### config.mk
export PLATFORM = sky130hd
export DESIGN_NAME = bitslip_align_mc
export DESIGN_NICKNAME = d
export VERILOG_FILES = /design/src/rtl/bitslip_pkg.sv /design/src/rtl/bitslip_lane_fsm.sv /design/src/rtl/bitslip_align_mc.sv
export SDC_FILE = /design/constraint.sdc
export NUM_CORES = 1
export LEC_CHECK = 0
export BUFFER_PORTS_ARGS = -buffer_cell sky130_fd_sc_hd__buf_2
export CORE_MARGIN = 10
export CORE_UTILIZATION = 45
export DETAILED_ROUTE_END_ITERATION = 6
export PLACE_DENSITY = 0.7
export SYNTH_ARGS = -nofsm -noshare
export SYNTH_HDL_FRONTEND = slang
export SYNTH_HIERARCHICAL = 1
export SYNTH_SLANG_ARGS = --single-unit
### constraint.sdc
create_clock -name fclk -period 2.15 [get_ports fclk]
set_input_delay 0.43 -clock fclk [delete_from_list [all_inputs] [get_ports fclk]]
set_output_delay 0.43 -clock fclk [all_outputs]
set_load 0.03 [all_outputs]
### src/rtl/bitslip_pkg.sv
// Shared lane state encoding and signal polarities for the multi-lane bitslip aligner.
package bitslip_pkg;

  typedef enum logic [2:0] {
    ST_IDLE   = 3'd0,
    ST_SETTLE = 3'd1,
    ST_CHECK  = 3'd2,
    ST_SLIP   = 3'd3,
    ST_LOCKED = 3'd4,
    ST_FAIL   = 3'd5
  } lane_state_e;

  localparam logic BSP_ENABLE = 1'b1;
  localparam logic BSP_MATCH  = 1'b1;
  localparam logic BSP_FAULT  = 1'b1;

  // A lane counts towards bsp_busy while it is still working on alignment.
  function automatic logic lane_active(input lane_state_e s);
    return (s == ST_SETTLE) || (s == ST_CHECK) || (s == ST_SLIP);
  endfunction

endpackage

### src/rtl/bitslip_lane_fsm.sv
// One alignment lane: settle, compare against two training words, slip until
// locked or out of slip budget.
module bitslip_lane_fsm
  import bitslip_pkg::*;
#(
  parameter int DW       = 16,
  parameter int MAX_SLIP = 8,
  parameter int WAIT_CYC = 16,
  parameter int MATCH_N  = 2,
  parameter int SW       = $clog2(MAX_SLIP + 1)
) (
  input  logic          clk,
  input  logic          rst,
  input  logic          clr,
  input  logic          start,
  input  logic          en,
  input  logic [DW-1:0] data,
  input  logic [DW-1:0] pat0,
  input  logic [DW-1:0] pat1,
  output logic          gen,
  output logic          cmp,
  output logic          err,
  output logic [SW-1:0] slip,
  output logic          active
);

  localparam int WW = $clog2(WAIT_CYC + 1);
  localparam int MW = $clog2(MATCH_N + 1);
  localparam logic [WW-1:0] WAIT_LAST  = WW'(WAIT_CYC - 1);
  localparam logic [MW-1:0] MATCH_LAST = MW'(MATCH_N - 1);
  localparam logic [SW-1:0] SLIP_MAX   = SW'(MAX_SLIP);

  lane_state_e   state, state_n;
  logic [WW-1:0] wait_cnt, wait_n;
  logic [MW-1:0] mcnt, mcnt_n;
  logic [SW-1:0] slip_n;
  logic          gen_n, cmp_n, err_n;
  logic          match;

  assign match  = ((data == pat0) || (data == pat1)) ? BSP_MATCH : ~BSP_MATCH;
  assign active = lane_active(state);

  always_ff @(posedge clk) begin
    if (!rst || clr) begin
      state    <= ST_IDLE;
      wait_cnt <= '0;
      mcnt     <= '0;
      slip     <= '0;
      gen      <= 1'b0;
      cmp      <= 1'b0;
      err      <= 1'b0;
    end else begin
      state    <= state_n;
      wait_cnt <= wait_n;
      mcnt     <= mcnt_n;
      slip     <= slip_n;
      gen      <= gen_n;
      cmp      <= cmp_n;
      err      <= err_n;
    end
  end

  always_comb begin
    state_n = state;
    wait_n  = wait_cnt;
    mcnt_n  = mcnt;
    slip_n  = slip;
    gen_n   = 1'b0;
    cmp_n   = cmp;
    err_n   = err;
    case (state)
      ST_IDLE, ST_LOCKED, ST_FAIL: begin
        if (start && (en == BSP_ENABLE)) begin
          state_n = ST_SETTLE;
          wait_n  = '0;
          mcnt_n  = '0;
          slip_n  = '0;
          cmp_n   = 1'b0;
          err_n   = 1'b0;
        end
      end
      ST_SETTLE: begin
        if (wait_cnt == WAIT_LAST) begin
          state_n = ST_CHECK;
          mcnt_n  = '0;
        end else begin
          wait_n = wait_cnt + 1'b1;
        end
      end
      ST_CHECK: begin
        if (match == BSP_MATCH) begin
          if (mcnt == MATCH_LAST) begin
            state_n = ST_LOCKED;
            cmp_n   = 1'b1;
          end else begin
            mcnt_n = mcnt + 1'b1;
          end
        end else if (slip < SLIP_MAX) begin
          // gen is registered, so it is high exactly while the lane sits in SLIP.
          state_n = ST_SLIP;
          gen_n   = 1'b1;
          slip_n  = slip + 1'b1;
          mcnt_n  = '0;
        end else begin
          state_n = ST_FAIL;
          err_n   = BSP_FAULT;
          cmp_n   = 1'b0;
          mcnt_n  = '0;
        end
      end
      ST_SLIP: begin
        state_n = ST_SETTLE;
        wait_n  = '0;
      end
      default: state_n = ST_IDLE;
    endcase
  end

endmodule

### src/rtl/bitslip_align_mc.sv
// Multi-lane bitslip aligner: slices lane data to per-lane FSMs and aggregates
// busy/done status.
module bitslip_align_mc
  import bitslip_pkg::*;
#(
  parameter int NCH      = 4,
  parameter int DW       = 16,
  parameter int MAX_SLIP = 8,
  parameter int WAIT_CYC = 16,
  parameter int MATCH_N  = 2,
  localparam int SW      = $clog2(MAX_SLIP + 1)
) (
  input  logic              fclk,
  input  logic              rst,
  input  logic              bsp_clr,
  input  logic              bsp_start,
  input  logic [NCH-1:0]    ch_en,
  input  logic [NCH*DW-1:0] data_in,
  input  logic [DW-1:0]     bsp_pattern0,
  input  logic [DW-1:0]     bsp_pattern1,
  output logic [NCH-1:0]    bsp_gen,
  output logic [NCH-1:0]    bsp_cmp,
  output logic [NCH-1:0]    bsp_err,
  output logic [NCH*SW-1:0] slip_cnt,
  output logic              bsp_busy,
  output logic              bsp_done
);

  logic [NCH-1:0] active;
  logic           any_active;

  for (genvar i = 0; i < NCH; i++) begin : g_lane
    bitslip_lane_fsm #(
      .DW       (DW),
      .MAX_SLIP (MAX_SLIP),
      .WAIT_CYC (WAIT_CYC),
      .MATCH_N  (MATCH_N),
      .SW       (SW)
    ) u_lane (
      .clk    (fclk),
      .rst    (rst),
      .clr    (bsp_clr),
      .start  (bsp_start),
      .en     (ch_en[i]),
      .data   (data_in[i*DW +: DW]),
      .pat0   (bsp_pattern0),
      .pat1   (bsp_pattern1),
      .gen    (bsp_gen[i]),
      .cmp    (bsp_cmp[i]),
      .err    (bsp_err[i]),
      .slip   (slip_cnt[i*SW +: SW]),
      .active (active[i])
    );
  end

  assign any_active = |active;

  // Clear forces busy low, so a clear can never produce a done pulse.
  always_ff @(posedge fclk) begin
    if (!rst || bsp_clr) begin
      bsp_busy <= 1'b0;
      bsp_done <= 1'b0;
    end else begin
      bsp_busy <= any_active;
      bsp_done <= bsp_busy & ~any_active;
    end
  end

endmodule
# Word level (Yosys, flattened, before mapping)
# Index checks and enable logic that the tools add are counted.
dict set report op_classes {
  n_addsub 12
  n_mul 0
  div_mod_pow 0
  magnitude_cmp 4
  n_eq_ne 72
  n_shift 0
  n_mux 112
  n_bitwise 6
  n_reduce_logical 67
}
# cell count
set op_table {}
lappend op_table {{== test 16 bit} 8}
lappend op_table {{AND reduction 4 bit} 16}
lappend op_table {{2-to-1 mux 3 bit} 20}
lappend op_table {{one-hot mux 5 bit (3 select lines)} 4}
lappend op_table {{2-to-1 mux 4 bit} 12}
lappend op_table {{one-hot mux 3 bit (4 select lines)} 4}
lappend op_table {{2-to-1 mux 5 bit} 8}
lappend op_table {{!= test 2 bit, second input constant} 20}
lappend op_table {{2-to-1 mux 1 bit} 32}
lappend op_table {{2-to-1 mux 2 bit} 16}
lappend op_table {{one-hot mux 4 bit (2 select lines)} 4}
lappend op_table {{== test 3 x 2 -> 1 bit, second input constant} 8}
lappend op_table {{== test 3 bit, second input constant} 8}
lappend op_table {{!= test 3 bit, second input constant} 8}
lappend op_table {{one-hot mux 2 bit (3 select lines)} 4}
lappend op_table {{AND reduction 3 bit} 8}
lappend op_table {{nonzero test 3 bit} 8}
lappend op_table {{OR reduction 3 bit} 8}
lappend op_table {{adder 5 x 1 -> 5 bit, second input constant} 4}
lappend op_table {{== test 5 x 4 -> 1 bit, second input constant} 4}
lappend op_table {{adder 4 x 1 -> 4 bit, second input constant} 4}
lappend op_table {{< comparator 4 bit, second input constant} 4}
lappend op_table {{one-hot mux 1 bit (2 select lines)} 8}
lappend op_table {{logical OR 1 bit} 13}
lappend op_table {{other kinds (12)} 40}
dict set report totals {
  regBits 70
  latch_bits 0
  ramBits 0
  mem_bits_ro 0
  in_bits 104
  out_inout_bits 30
  elab_cells 303
  n_memories 0
}

# Depth between registers and ports, before layout
dict set report depth {
  depth_word 6
  depth_mapped 8
  mapped_depth_nobuf 8
}

# Hierarchy
# The synthesis kept the hierarchy.
# module n_inst cells_per_inst area_each_um2 seq_area_each_um2
set by_module_without_submodules {}
lappend by_module_without_submodules {{bitslip_lane_fsm (g_lane[2].u_lane ...)} 2 159 1301.2 340.3}
lappend by_module_without_submodules {{bitslip_lane_fsm (g_lane[0].u_lane ...)} 2 152 1242.4 340.3}
lappend by_module_without_submodules {bitslip_align_mc 1 5 70.1 40.0}

# Worst setup path before layout
# OpenSTA, ideal clock, no wires.
dict set report synth_path {
  path_type {input to register}
  from {in bsp_pattern0[10]}
  to {reg g_lane[0].u_lane.mcnt[0]}
  setup_ns 0.074
  arrival_ns 1.822
  required_time_ns 2.076
  path_slack_ns 0.254
  stages 6
  path_buffers 0
  cell_sequence {xnor2_1 nand4_1 nor4_2 nor2_2 or4_1 a31oi_1}
}
dict set report synth_between {
  elab_chain_len 5
  word_cells_on_any_way 7
  cone_classes {eq/ne: 2; mux: 3; reduce/logical: 2}
}
# item line_no
set synth_lines {}
lappend synth_lines {{start: declaration} bitslip_align_mc.sv:19} ;# input logic [DW-1:0] bsp_pattern0,
lappend synth_lines {{== test 16 bit (*)} bitslip_lane_fsm.sv:40} ;# assign match = ((data == pat0) || (data == pat1)) ? BSP_MATCH : ~BSP_MATCH;
lappend synth_lines {{logical OR 1 bit (*)} bitslip_lane_fsm.sv:40}
lappend synth_lines {{2-to-1 mux 1 bit (*)} bitslip_lane_fsm.sv:40}
lappend synth_lines {{!= test 3 bit (no source line) or 2-to-1 mux 2 bit (tied branches)} --}
lappend synth_lines {{AND reduction 4 bit (no source line) or one-hot mux 2 bit (3 select lines) (tied branches)} --}
lappend synth_lines {{end signal: assignment} bitslip_lane_fsm.sv:55} ;# mcnt <= mcnt_n;
lappend synth_lines {{end: declaration} bitslip_lane_fsm.sv:35} ;# logic [MW-1:0] mcnt, mcnt_n;
# Mark *: on every way between the ends. The rest lies on a longest branch, timed or not.
# A chain may end at the register's enable or synchronous reset.

# Worst setup path in the final report
dict set report layout_path {
  from {reg g_lane[2].u_lane.wait_cnt[0]}
  to {reg g_lane[2].u_lane.state[2]}
}
dict set report layout_between {
  elab_chain_len 3
}
# item line_no
set layout_lines {}
lappend layout_lines {{start: declaration} bitslip_lane_fsm.sv:34} ;# logic [WW-1:0] wait_cnt, wait_n;
lappend layout_lines {{start signal: assignment} bitslip_lane_fsm.sv:54} ;# wait_cnt <= wait_n;
lappend layout_lines {{== test 5 x 4 -> 1 bit} bitslip_lane_fsm.sv:83} ;# if (wait_cnt == WAIT_LAST) begin
lappend layout_lines {{!= test 2 bit (no source line)} --}
lappend layout_lines {{AND reduction 3 bit (no source line)} --}
lappend layout_lines {{end signal: assignment} bitslip_lane_fsm.sv:53} ;# state <= state_n;
lappend layout_lines {{end: declaration} bitslip_lane_fsm.sv:33} ;# lane_state_e state, state_n;
# No other way between the ends.

==> out/metrics.csv <==
stage,metric,value,unit
timing,worst slew pin tran,633,ps
power,Max VDD drop,0.000415,V
synthesis,register area share after synthesis,27.2,%
synthesis,dominant synthesized flop cell,dfxtp_1,
floorplanning,IO Count,134,
critical_path,Startpoint Class,flip-flop,
critical_path,CP arrival,2160,ps
routing,DRC errors left,0,
floorplanning,Die H,127,µm
clock_network,CTS Buffer Depth,2,
timing,Final min period,1950,ps
min_path,worst hold path cell count,2,
critical_path,reg2reg end,g_lane[2].u_lane/state[2]$_SDFFE_PP0P_,
synthesis,Yosys warnings,6,
timing,Pins Over Slew Limit,0,
clock_network,Worst-Skew Late Latency,330,ps
timing,RSZ-0062 raised after global routing,false,
run_status,run status,"complete, no violations",
place,placed instance count,923,
clock_network,number of buffers created by CTS,9,
routing,DRT iter0 DRCs,377,
critical_path,Worst R2R Path Depth,8,
power,LEAKAGE,2.63,nW
cells_and_area,nets@finish,911,
global_route,GR Overflow Total,0,
routing,WL final,16.6,mm
timing,max_slew headroom,57.5,%
synthesis,asr flop ratio synth,0,%
power,Pwr Density,526,mW/mm²
cells_and_area,share of cells above drive strength 1,25.1,%
synthesis,"EDFF count, synth",0,
routing,vias after detailed routing,5243,
cells_and_area,"commonest cells after routing, fill and taps aside","buf_2 (133), dfxtp_1 (70), xnor2_1 (64), xor2_1 (64), nor2_1 (58)",
global_route,Tot GR Track Use,20.2,%
global_route,vias in the first global route,5285,
critical_path,Crit. End Element,flip-flop,
place,gpl congestion,0.908,
synthesis,Yosys top cell by area,dfxtp_1,
synthesis,Mapped Nets,747,
synthesis,Cells after Synth,627,
clock_network,H-tree levels,3,
routing,DR pass1 iterations,5,
critical_path,reg2reg setup slack,200,ps
critical_path,"CP delay by family, top",compound AO/OA/AOI/OAI gates,
min_path,hold path startpoint,bsp_clr,
global_route,largest net degree at the start of global routing,16,
clock_network,CTS tree,built,
timing,FMAX,512,MHz
synthesis,Mapped Avg Cell Area,8.23,µm²
timing,Final Skew,4.68,ps
floorplanning,Row Count,39,
critical_path,"slowest stage cell, crit path",dfxtp_1,
floorplanning,core outline area,0.0113,mm²
place,final HPWL from detailed placement,13.7,mm
routing,Final ANT Viol Nets,0,
timing,Final Setup Violations,0,
critical_path,crit-path max FO,4,
min_path,Hold/Removal Path Class,in -> reg,
clock_network,clk sink count,70,
synthesis,Synth top area share,27.2,%
cells_and_area,n_diodes,0,
clock_network,CTS Root Cell,clkbuf_16,
synthesis,count of cell types in the netlist,55,
flow_run,max cap viols,0,
cells_and_area,"most common cell after layout, fill and taps aside",buf_2,
global_route,first-pass GRT wire length,27.0,mm
critical_path,critical path required time,2360,ps
synthesis,synth top area cells,"dfxtp_1 (27%), xnor2_1 (11%), xor2_1 (11%)",
cells_and_area,"non-filler cells, final",939,
critical_path,Critical Path Most Common Cell,ha_1,
clock_network,Post-CTS Hold Fix Bufs,0,
place,IO buf count,133,
critical_path,Worst path max stage delay,330,ps
timing,hold_ws,445,ps
global_route,initial antenna violation count,1,
timing,final hold vios,0,
routing,DR WL/cell,17.6,µm
synthesis,Seq cells post-synth,70,
floorplanning,Total Die Area,0.0161,mm²
routing,post-DR vias/cell,5.58,
critical_path,reg2reg start,g_lane[2].u_lane/wait_cnt[0]$_SDFFE_PP0P_,
timing,fin crit share,90.8,%
floorplanning,die span in x,127,µm
clock_network,Worst-path clk slew,60,ps
critical_path,CP cell instances,ha_1 -> and3_1 -> ha_1 -> and3b_1 -> a211oi_2 -> a21oi_1 -> o2111ai_1 -> nand3_1,
cells_and_area,Area growth syn-to-layout,25.7,%
synthesis,post-synthesis instance area,0.00516,mm²
min_path,"Endpoint, Worst Hold",bsp_busy$_SDFF_PP0_,
critical_path,critical path class,reg -> reg,
critical_path,CP Buf/Inv Count,0,
floorplanning,starting density of the core,45.6,%
layer usage:
layer	wire length (µm)	up-vias	track usage (%)
met5	7	-	0
met2	8100	142	34.4
met3	974	21	4.67
li1	-	2593	-
met4	199	2	4.89
met1	7280	2485	25.2
report_power, final:
group          total (W)  switching [W]  internal [W]
logic           0.000599       0.000338      0.000261
registers        0.00131     0.00000911       0.00130
clock network    0.00150       0.000541      0.000960
flip-flops by register name, indices dropped and copies added, names as in the netlist:
register / count
g_lane.u_lane/state: 12
g_lane.u_lane/gen: 4
g_lane.u_lane/slip: 16
bsp_done: 1
g_lane.u_lane/err: 4
bsp_busy: 1
g_lane.u_lane/cmp: 4
g_lane.u_lane/wait_cnt: 20
g_lane.u_lane/mcnt: 8
kinds of logic after synthesis:
logic type / after synthesis / share of synthesized area, %
AOI/OAI and AO/OA: 118 / 14.2
xor gates and xnor gates: 128 / 21.7
adders and majority gates: 16 / 3.88
buffers and inverters: 28 / 2.67
DFF: 70 / 27.2
muxes: 8 / 1.55
and+or+nand+nor: 259 / 28.8
cells in the mapped netlist, drive strengths merged, types with 6 or more instances:
master  count
nand2b     12
nand4      20
nor4       29
nor3b       7
xor2       64
nor2       60
a31oi       6
dfxtp      70
nor3       10
nand2      46
and2        6
nand3      14
a21oi      50
ha         16
or3         6
nor2b       8
xnor2      64
o21ai      20
nand3b     10
buf         6
mux2i       8
and3        6
inv        14
clkbuf      8
timing repair:
action / CTS / global route
resized for setup: 0 / 2
hold endpoints to repair: 0 / 0
endpoints found under the setup margin: 0 / 2
buffers inserted: 0 / 0
metrics by stage:
stage | worst slack (ps) | instance area (µm²) | setup TNS [ps] | power (W) | utilization (%)
final | 199 | 6480 | 0 | 0.00341 | 57.3
after global placement | -24.0 | 6170 | -24.0 | 0.00192 | 54.5
after CTS | 103 | 6470 | 0 | 0.00344 | 57.2
after floorplan | 254 | 5160 | 0 | 0.00164 | -
after detailed placement | -57.0 | 6170 | -124 | 0.00193 | 54.5
after global routing | 49.9 | 6480 | 0 | 0.00355 | 57.3
final cells by class:
type / instances / area (µm²)
timing repair buffer: 167 / 921
inverter: 14 / 52.6
clock buffer: 13 / 260
clock inverter: 3 / 42.5
multi-input combinational: 529 / 3630
fill: 1055 / 4840
tap: 143 / 179
sequential: 70 / 1400
how the worst max path moves through the flow:
stage	start	endpoint	slack, ps	cells past startpoint
CTS	g_lane[2].u_lane/wait_cnt[0]$_SDFFE_PP0P_	g_lane[2].u_lane/state[2]$_SDFFE_PP0P_	100	8
global route	g_lane[3].u_lane/wait_cnt[0]$_SDFFE_PP0P_	g_lane[3].u_lane/wait_cnt[3]$_SDFFE_PP0P_	50	7
floorplan	bsp_pattern0[10]	g_lane[0].u_lane/mcnt[0]$_SDFFE_PP0P_	250	6
global placement	bsp_pattern0[12]	g_lane[0].u_lane/mcnt[0]$_SDFFE_PP0P_	-20	7
finish	g_lane[2].u_lane/wait_cnt[0]$_SDFFE_PP0P_	g_lane[2].u_lane/state[2]$_SDFFE_PP0P_	200	8
detailed placement	bsp_pattern1[6]	g_lane[1].u_lane/mcnt[0]$_SDFFE_PP0P_	-60	7
No activity file was read; power rests on OpenSTA's default activity.
